### config.mk
export PLATFORM = sky130hd
export DESIGN_NAME = nand_lun_arbiter
export DESIGN_NICKNAME = d
export VERILOG_FILES = /design/src/rtl/nand_lun_arbiter.sv
export SDC_FILE = /design/constraint.sdc
export NUM_CORES = 1
export LEC_CHECK = 0
export CAP_MARGIN = 25
export CORE_AREA = 2 2 81 142
export CTS_BUF_LIST = sky130_fd_sc_hd__clkbuf_4
export DETAILED_ROUTE_END_ITERATION = 6
export DIE_AREA = 0 0 83 144
export GPL_TIMING_DRIVEN = 0
export PLACE_DENSITY = 0.53
export SKIP_CTS_REPAIR_TIMING = 1
export SLEW_MARGIN = 40
export SYNTH_ARGS = -nofsm -noshare
export SYNTH_HDL_FRONTEND = slang
export SYNTH_SLANG_ARGS = --single-unit
### constraint.sdc
create_clock -name clk -period 2.6 [get_ports clk]
set_clock_uncertainty 0.1 [all_clocks]
set_input_delay 0.52 -clock clk [delete_from_list [all_inputs] [get_ports clk]]
set_output_delay 0.52 -clock clk [all_outputs]
set_load 0.05 [all_outputs]
### src/rtl/nand_lun_arbiter.sv
// Shared NAND channel bus arbiter with per-target R/B# tracking and multi-LUN grant rules.
// Optional busy watchdog enabled by defining NAND_ARB_TIMEOUT_EN.
module nand_lun_arbiter #(
  parameter int NREQ    = 4,
  parameter int NTGT    = 4,
  parameter int TGT_W   = 2,
  parameter int TWB_CYC = 8,
  parameter int TO_CYC  = 2000000
) (
  input  logic                  clk,
  input  logic                  rst_n,
  input  logic [NREQ-1:0]       req_vld,
  input  logic [NREQ*TGT_W-1:0] req_tgt,
  input  logic [NREQ*2-1:0]     req_cls,
  input  logic [NREQ-1:0]       req_last,
  input  logic                  cmd_issued,
  input  logic [NTGT-1:0]       rb_n,
  output logic [NREQ-1:0]       gnt,
  output logic                  own_vld,
  output logic [2:0]            own_idx,
  output logic [NTGT-1:0]       tgt_rdy,
  output logic                  err_proto,
  output logic [NTGT-1:0]       err_timeout
);

  localparam int BW = $clog2(TWB_CYC + 1);
  localparam int unsigned NREQ_U = NREQ;

  typedef enum logic [1:0] {S_IDLE, S_ARB, S_OWN, S_REL} state_t;

  state_t           state;
  logic [2:0]       rr_ptr;
  logic [TGT_W-1:0] own_tgt;
  logic [1:0]       own_cls;

  logic [NTGT-1:0]  rb_meta;
  logic [NTGT-1:0]  rb_sync;
  logic [BW-1:0]    blank_cnt [NTGT];
  logic [NTGT-1:0]  excl;
  logic [1:0]       ops_cnt [NTGT];
  logic [NTGT-1:0]  to_hit;
  logic [NTGT-1:0]  to_flag;

  logic [NREQ-1:0]  elig;
  logic             found;
  logic [2:0]       pick;
  logic             issue_ok;
  logic             proto_bad;

  always_ff @(posedge clk or negedge rst_n) begin
    if (!rst_n) begin
      rb_meta <= '0;
      rb_sync <= '0;
    end else begin
      rb_meta <= rb_n;
      rb_sync <= rb_meta;
    end
  end

  // A timed-out target is treated as ready so the channel cannot deadlock.
  always_comb begin
    tgt_rdy = '0;
    for (int unsigned t = 0; t < NTGT; t++)
      tgt_rdy[t] = (rb_sync[t] | to_flag[t]) & (blank_cnt[t] == '0);
  end

  assign issue_ok = cmd_issued && (state == S_OWN);

  always_ff @(posedge clk or negedge rst_n) begin
    if (!rst_n) begin
      for (int unsigned t = 0; t < NTGT; t++) begin
        blank_cnt[t] <= '0;
        ops_cnt[t]   <= '0;
      end
      excl <= '0;
    end else begin
      for (int unsigned t = 0; t < NTGT; t++) begin
        if (to_hit[t]) begin
          blank_cnt[t] <= '0;
          excl[t]      <= 1'b0;
          ops_cnt[t]   <= '0;
        end else if (issue_ok && (32'(own_tgt) == t)) begin
          blank_cnt[t] <= BW'(TWB_CYC);
          if (own_cls == 2'd1)
            excl[t] <= 1'b1;
          else if (own_cls == 2'd0 && ops_cnt[t] != 2'd2)
            ops_cnt[t] <= ops_cnt[t] + 2'd1;
        end else begin
          if (blank_cnt[t] != '0)
            blank_cnt[t] <= blank_cnt[t] - BW'(1);
          if (tgt_rdy[t]) begin
            excl[t]    <= 1'b0;
            ops_cnt[t] <= '0;
          end
        end
      end
    end
  end

`ifdef NAND_ARB_TIMEOUT_EN
  localparam int TW = $clog2(TO_CYC + 1);
  logic [TW-1:0] to_cnt [NTGT];

  always_comb begin
    to_hit = '0;
    for (int unsigned t = 0; t < NTGT; t++)
      to_hit[t] = !tgt_rdy[t] && (to_cnt[t] == TW'(TO_CYC - 1));
  end

  assign to_flag = err_timeout;

  always_ff @(posedge clk or negedge rst_n) begin
    if (!rst_n) begin
      for (int unsigned t = 0; t < NTGT; t++)
        to_cnt[t] <= '0;
      err_timeout <= '0;
    end else begin
      for (int unsigned t = 0; t < NTGT; t++) begin
        if (tgt_rdy[t])
          to_cnt[t] <= '0;
        else if (to_cnt[t] != TW'(TO_CYC))
          to_cnt[t] <= to_cnt[t] + TW'(1);
        if (to_hit[t])
          err_timeout[t] <= 1'b1;
      end
    end
  end
`else
  assign to_hit      = '0;
  assign to_flag     = '0;
  assign err_timeout = '0;
`endif

  always_comb begin
    logic [TGT_W-1:0] tg;
    logic [1:0]       cl;
    elig = '0;
    tg   = '0;
    cl   = '0;
    for (int unsigned i = 0; i < NREQ; i++) begin
      tg = req_tgt[i*TGT_W +: TGT_W];
      cl = req_cls[i*2 +: 2];
      if (req_vld[i] && (32'(tg) < NTGT)) begin
        case (cl)
          2'd1:    elig[i] = tgt_rdy[tg] && (ops_cnt[tg] == 2'd0) && !excl[tg];
          2'd2:    elig[i] = !excl[tg] && (ops_cnt[tg] <= 2'd1);
          default: elig[i] = !excl[tg];
        endcase
      end
    end
  end

  always_comb begin
    int unsigned idx;
    found = 1'b0;
    pick  = '0;
    idx   = 0;
    for (int unsigned k = 0; k < NREQ_U; k++) begin
      idx = (32'(rr_ptr) + k) % NREQ_U;
      if (!found && elig[idx]) begin
        found = 1'b1;
        pick  = 3'(idx);
      end
    end
  end

  // Outside OWN every req_last is stray; inside OWN only the owner may pulse it.
  assign proto_bad = (cmd_issued && (state != S_OWN)) ||
                     (|(req_last & ((state == S_OWN) ? ~gnt : '1)));

  always_ff @(posedge clk or negedge rst_n) begin
    if (!rst_n) begin
      state     <= S_IDLE;
      gnt       <= '0;
      own_vld   <= 1'b0;
      own_idx   <= '0;
      rr_ptr    <= '0;
      own_tgt   <= '0;
      own_cls   <= '0;
      err_proto <= 1'b0;
    end else begin
      if (proto_bad)
        err_proto <= 1'b1;
      case (state)
        S_IDLE: if (|elig) state <= S_ARB;
        S_ARB: begin
          if (found) begin
            gnt     <= NREQ'(1) << pick;
            own_vld <= 1'b1;
            own_idx <= pick;
            own_tgt <= req_tgt[32'(pick)*TGT_W +: TGT_W];
            own_cls <= req_cls[32'(pick)*2 +: 2];
            state   <= S_OWN;
          end else begin
            state <= S_IDLE;
          end
        end
        S_OWN: begin
          if (req_last[own_idx] || !req_vld[own_idx]) begin
            gnt     <= '0;
            own_vld <= 1'b0;
            rr_ptr  <= (own_idx == 3'(NREQ - 1)) ? 3'd0 : own_idx + 3'd1;
            state   <= S_REL;
          end
        end
        default: state <= S_IDLE;
      endcase
    end
  end

endmodule

==> results of run 1 <==
critical path: cells and delay by family:
family	cells	cell delay, ns
AO/OA/AOI/OAI	6	1.43
AND/OR/NAND/NOR	1	0.16
multiplexers	1	0.12
adder cells (fa/ha/maj)	1	0.23
buffers and inverters	2	0.69
cell usage after synthesis, types with 7 or more instances:
cell type,n,share of area (%)
a21oi_1,7,1.1
o21ai_0,17,2.7
nor3_1,9,1.4
a211oi_1,12,2.8
dfrtp_1,52,41
ha_1,13,5.1
mux2i_1,13,4.1
nand2_1,32,3.8
nand2b_1,9,1.8
nor2_1,21,2.5
inv_1,27,3.2
nand3_1,20,3.1
flip-flops by register name, summed over array words and instances (netlist names):
| signal | flops |
|---|---|
| rb_meta | 4 |
| own_tgt | 2 |
| ops_cnt | 8 |
| blank_cnt | 16 |
| err_proto | 1 |
| own_idx | 2 |
| gnt | 4 |
| rr_ptr | 2 |
| rb_sync | 4 |
| state | 2 |
| own_vld | 1 |
| own_cls | 2 |
| excl | 4 |
final cells by class:
type	count	area, sq um
fillers	1091	6690
multi-input cells	242	1960
flip-flops and latches	52	1300
repair buffers	53	510
well taps	132	165
plain buffers	14	119
inverters	27	105
clock buffers	7	52.6
clock inverters	1	3.75
diodes	1	2.50
metal layers:
layer | wire [um] | GRT usage [%] | vias to the layer above | part of all wire, %
met3 | 275 | 1.88 | 15 | 3.1
met5 | 0 | 0 | - | 0
met1 | 3300 | 15.8 | 1312 | 37
met4 | 335 | 8.11 | 0 | 3.8
met2 | 4930 | 27.9 | 67 | 56
li1 | - | - | 1325 | -
cells by family (layout without fill, tap and decap cells):
kind of cell / count (synthesis) / in the layout
AOI/OAI and AO/OA: 72 / 72
xor gates and xnor gates: 4 / 4
adders and majority gates: 13 / 13
buffers and inverters: 41 / 102
DFF: 52 / 52
muxes: 18 / 18
other: 1 / 6
and+or+nand+nor: 130 / 130
per-stage QoR:
| stage | area (sq um) | setup WS [ns] |
|---|---|---|
| 3_3_place_gp | 3780 | -0.921 |
| 3_5_place_dp | 3790 | -0.876 |
| 2_1_floorplan | 3230 | -0.233 |
| 4_1_cts | 3850 | -0.691 |
| 5_1_grt | 4220 | -0.426 |
| 6_report | 4220 | -0.331 |
power breakdown:
part / switching (mW) / internal [mW]
combinational: 1.19 / 1.04
sequential: 0.326 / 1.10
clock: 0.252 / 0.126
layout by cell type (no fill, tap or decap), drive strengths merged, types with 2 or more instances in the layout:
master / Yosys / final
a311oi: 5 / 5
o21ai: 19 / 19
mux2i: 13 / 13
xnor2: 4 / 4
dlymetal6s2s: 0 / 5
conb: 1 / 5
or3b: 2 / 2
a22oi: 3 / 3
nor2: 21 / 21
and2: 6 / 6
or2b: 2 / 2
buf: 13 / 29
inv: 27 / 26
nand3b: 5 / 5
a211oi: 12 / 12
ha: 13 / 13
nor3: 9 / 9
a21oi: 8 / 8
clkdlybuf4s50: 0 / 30
clkbuf: 1 / 9
a22o: 6 / 6
mux4: 4 / 4
nor4b: 2 / 2
o211ai: 3 / 3
nand4: 2 / 2
nand2: 32 / 32
a211o: 3 / 3
or3: 6 / 6
nand2b: 9 / 9
nor3b: 3 / 3
dfrtp: 52 / 52
a221oi: 2 / 2
o31ai: 3 / 3
nand3: 20 / 20
or4: 5 / 5
how the worst min path moves through the flow:
stage / slack, ns / cells past startpoint / endpoint / from
final: 0.27 / 0 / rb_sync[2] / rb_meta[2]
after global routing: 0.28 / 0 / rb_sync[2] / rb_meta[2]
after CTS: -0.17 / 1 / own_vld / rst_n
after detailed placement: 0.24 / 0 / rb_sync[2] / rb_meta[2]
after global placement: 0.23 / 0 / rb_sync[2] / rb_meta[2]
after floorplan: 0.12 / 0 / blank_cnt[0] / rst_n
==> out/metrics.cfg, run 1 <==
[sta]
timing.hold.ws_ns=0.267
fin_crit_sh_pct=113
finalHoldViolCount=0
worst_slack_ns=-0.331
rsz0062_at_grt=yes
tns_ns=-1.80
setup_violations=9
min_period_ns=2.93
slew_headroom_pct=63.8
maxSlewViolCount=0
tightestPinTransition_ns=0.542
fmax_ghz=0.341

[detailed_routing]
drc=0
drt_iter0_drc=114
via_per_inst=5.14
dr.pass1.iters=4
ant_nets=0
wire_per_inst_um=16.7
vias=2719
routed_wl_um=8840

[outcome]
run_status=finished with violations
violations=setup timing

[worst_setup_path]
critPathKind=input pin to register
worstSetupStartpoint=req_cls[3]
slowest_stage=clkdlybuf4s50_1
max_stage_delay_ns=0.54
crit_chain=clkdlybuf4s50_1 -> ha_4 -> nand2b_1 -> a21oi_2 -> a311oi_4 -> a32o_2 -> a311o_1 -> buf_6 -> mux2i_1 -> a22o_1 -> a221oi_2
worst_setup_path_start_kind=input pin
worstRegToRegCells=11
crit_required_ns=2.80
crit_path_end=own_cls[0]
crit_path_max_fanout=7
r2r-end=own_cls[0]
r2r_start=blank_cnt[13]
cp-end-kind=register
rrSetupSlack_ns=-0.31
arrival_ns=3.13

[min_path]
hp-class=register to register

[synthesis]
synthMuxAreaShare_pct=7.40
ys_types=60
syn_area_per_cell_sq_um=9.60
ys_ff_latch=52
async_reset_ff_share_pct=100
yosysWarnings=0
synth_compound_area_share_pct=17.1
seq_area_frac_synth_pct=40.9
synth_fa_ha_area_share_pct=5.12
synthSimpleGateAreaFrac_pct=21.8
synth_edf_count=0
synth_xor_area_share_pct=1.10
syn_area_sq_um=3180
ys.flop_type=dfrtp_1
synth_top_family_by_area=simple AND/OR/NAND/NOR gates
synth_cells=331

[cells_and_area]
area_growth_pct=32.9
drive_above_1_share_pct=25.0
fin_util_pct=38.7
finalNetCount=439
fin_cells=529

[floorplan]
die_h_um=144
core-area_sq_um=10900
start_util_pct=29.1
io_pins=48
std_cell_rows=51
fp.dieW_um=83
die_area_sq_um=12000

[clock_network]
h-tree-depth=2
cts_sinks=52
tritoncts=built
worstSkewPairLatency_ns=0.38
cts_buffer_depth=2
path_clk_slew_ns=0.15
cts_made_buffers=5
cts-root-buf=clkbuf_4

[placed_design]
dp.cells=506
place_hpwl_um=6640
portBuffers=38
place_congestion=0.799

[power]
power.density_nw_per_um2=957
p_leak_nw=1.80
power_mw=4.04
ir_worst_vdd_mv=0.336

[grt]
grt_pass1_vias=2754
grt_max_degree=43
grt_pass1_wl_um=13900
antenna_found_initial=1
globalRouteOverflowTotal=0
grt_usage_pct=14.8

[flow_run]
cap_violations=0

No activity file was read; power rests on OpenSTA's default activity.
==> run 2: changes to the inputs <==
--- a/config.mk
+++ b/config.mk
@@ -10,6 +10,7 @@
 export CTS_BUF_LIST = sky130_fd_sc_hd__clkbuf_4
 export DETAILED_ROUTE_END_ITERATION = 6
 export DIE_AREA = 0 0 83 144
+export GPL_ROUTABILITY_DRIVEN = 0
 export GPL_TIMING_DRIVEN = 0
 export PLACE_DENSITY = 0.53
 export SKIP_CTS_REPAIR_TIMING = 1
==> results of run 2 <==
No change in the layout: final DEF, timing and power equal those of run 1.
==> run 3: changes to the inputs <==
--- a/config.mk
+++ b/config.mk
@@ -5,11 +5,12 @@
 export SDC_FILE = /design/constraint.sdc
 export NUM_CORES = 1
 export LEC_CHECK = 0
+export ABC_AREA = 1
 export CAP_MARGIN = 25
-export CORE_AREA = 2 2 81 142
+export CORE_AREA = 2 2 85 147
 export CTS_BUF_LIST = sky130_fd_sc_hd__clkbuf_4
 export DETAILED_ROUTE_END_ITERATION = 6
-export DIE_AREA = 0 0 83 144
+export DIE_AREA = 0 0 87 149
 export GPL_ROUTABILITY_DRIVEN = 0
 export GPL_TIMING_DRIVEN = 0
 export PLACE_DENSITY = 0.53
==> run 3 against run 2 <==
- total power increased by 23%
- synthesized cell count grew 46%
- the run still ends with setup timing left
- largest power group unchanged
- largest cell class unchanged
- routed wire length rose by 7.9%
==> out/metrics.cfg, run 3 <==
[clock_network]
cts_buffer_depth=2
cts_made_buffers=5
h-tree-depth=2
cts_sinks=52
tritoncts=built
worstSkewPairLatency_ns=0.40
cts-root-buf=clkbuf_4
path_clk_slew_ns=0.15

[cells_and_area]
top_regs=blank_cnt (16), ops_cnt (8)
largest_reg_flops=16
drive_above_1_share_pct=18.1
finalNetCount=590
mostFrequentLayoutCells=144 x nand2_1, 61 x inv_1, 52 x dfrtp_1
fin_cells=685
area_growth_pct=27.8
final_common_cell=nand2_1
num-fill-cells=1245
fin_area_sq_um=4410
top_register=blank_cnt

[flow_run]
cap_violations=0

[power]
p_leak_nw=2.23
power.density_nw_per_um2=1130
switching_share_pct=49.2
intPower_mw=2.52
power_frac_seq_pct=28.2
power.switching_mw=2.44
ir_worst_vdd_mv=0.316
p_clk_share_pct=9.8
power_frac_comb_pct=62.0

[min_path]
holdPathStages=0
hp-class=register to register
hp-start=rb_meta[2]
min_to=rb_sync[2]

[sta]
setup_violations=4
min_period_ns=2.65
finalHoldViolCount=0
tns_ns=-0.133
fin_crit_sh_pct=102
maxSlewViolCount=0
tightestPinTransition_ns=0.501
timing.hold.ws_ns=0.267
worst_slack_ns=-0.0462
slew_headroom_pct=66.5
fmax_ghz=0.378
rsz0062_at_grt=yes

[placed_design]
place_hpwl_um=7380
dp_slack_ns=-0.556
dpl-instance-area_sq_um=4060
dp.cells=667
portBuffers=41

[grt]
grt_max_degree=42
globalRouteOverflowTotal=0
grt_pass1_wl_um=15300
grt_pass1_vias=3241
antenna_found_initial=1
grt_usage_pct=15.0

[worst_setup_path]
arrival_ns=2.83
crit_path_max_fanout=7
cp-end-kind=register
critPathKind=input pin to register
r2r-end=own_cls[1]
rrSetupSlack_ns=0
worst_setup_path_start_kind=input pin
r2r_start=blank_cnt[1]
crit_required_ns=2.78
worstRegToRegCells=19

[synthesis]
synth_cells=484
synth.area.top_cells=dfrtp_1 38%, nand2_1 17%, inv_1 7.5%
synth_fa_ha_area_share_pct=4.72
synth_compound_area_share_pct=10.3
synthMuxAreaShare_pct=0
seq_area_frac_synth_pct=37.7
yosysMostFrequentCell=nand2_1
synthSimpleGateAreaFrac_pct=35.4
ys_types=33
syn_area_sq_um=3450
synth_top_family_by_area=simple AND/OR/NAND/NOR gates
post-synth-top-area-cell=dfrtp_1
synth_edf_count=0
yosysWarnings=0
ys_ff_latch=52
synth_top_cell_area_share_pct=37.7
yosys-top-cells-count=155 x nand2_1, 69 x inv_1, 52 x dfrtp_1, 43 x nor2_1, 38 x o21ai_0
synth_xor_area_share_pct=1.52
ys.flop_type=dfrtp_1
async_reset_ff_share_pct=100
syn_area_per_cell_sq_um=7.12

[detailed_routing]
drt_iter0_drc=97
ant_nets=0
wire_per_inst_um=13.9
vias=3304
via_per_inst=4.82
routed_wl_um=9540
drc=0
dr.pass1.iters=4

[floorplan]
std_cell_rows=53
die_area_sq_um=13000
core-area_sq_um=11900
start_util_pct=29.1
fp.dieW_um=87
die_h_um=149
io_pins=48

[outcome]
violations=setup timing
run_status=finished with violations

==> run 3: cell count changes after synthesis, sizes merged, moves of 7 or more <==
| cell | change |
|---|---|
| nor2 | +25 |
| nand2 | +127 |
| mux2i | -13 |
| o21ai | +23 |
| nand3 | +16 |
| inv | +45 |
| a211oi | -12 |
| nand2b | -9 |
| nand4 | +7 |
==> run 3: area by class of cell <==
class                   instances  area, sq um  share of cell area (%)
diodes                          1         2.50                  0.0568
plain buffers                  12         91.3                    2.07
clock buffers                   6         45.0                    1.02
clock inverters                 2         35.0                   0.795
inverters                      72          270                    6.13
multi-input cells             352         1990                    45.1
flip-flops and latches         52         1300                    29.5
well taps                     137          171                    3.89
repair buffers                 51          504                    11.4
==> run 3: per-stage QoR <==
step | utilization [%] | power (mW)
finish | 37.1 | 4.96
detailed placement | 34.2 | 4.08
global route | 37.1 | 5.43
CTS | 34.9 | 4.59
floorplan | - | 3.38
global placement | 34.1 | 4.00
==> run 3: logic make-up (layout without fill, tap and decap cells) <==
family / after synthesis / after routing
flip-flops: 52 / 52
XOR/XNOR: 6 / 6
buffers and inverters: 84 / 143
adder cells (fa/ha/maj): 13 / 13
AND/OR/NAND/NOR: 268 / 268
other: 1 / 6
AO/OA/AOI/OAI: 60 / 60
==> run 3: how the worst max path moves through the flow <==
stage,to,from,slack (ns)
after global routing,own_cls[1],blank_cnt[1],-0.21
after CTS,tgt_rdy[3],blank_cnt[0],-0.47
after detailed placement,gnt[1],req_cls[2],-0.56
after floorplan,own_cls[0],req_cls[6],0.35
final,own_cls[1],req_cls[0],-0.05
after global placement,ops_cnt[6],rst_n,-0.76
==> run 3: power groups by stage <==
stage               Clock [mW]  Combinational (mW)  Sequential [mW]
floorplan                    0                1.91             1.47
detailed placement           0                2.68             1.40
global placement             0                2.61             1.39
finish                   0.488                3.08             1.40
global route             0.534                3.46             1.45
CTS                      0.504                2.70             1.39
==> run 3: critical path, cell delays in order <==
cell and delay, ns:
clkdlybuf4s50_1 0.49, inv_1 0.05, ha_1 0.20, inv_2 0.08, nand2_1 0.06, nand2_1 0.06, nand2_1 0.07, nand2_2 0.08
nand3b_4 0.11, nand3_2 0.10, nand3_2 0.09, nand2_4 0.12, nand4_4 0.14, o21ai_4 0.29, inv_2 0.11, nand2_2 0.07
nand2_2 0.05, nand2_1 0.06, nand2_1 0.07
==> run 3: layer usage <==
layer,part of all wire (%),up-vias,global-route usage [%]
li1,-,1650,-
met1,38,1550,16.3
met2,55,88,27.8
met3,3.7,16,1.94
met4,3.3,0,7.19
met5,0,-,0
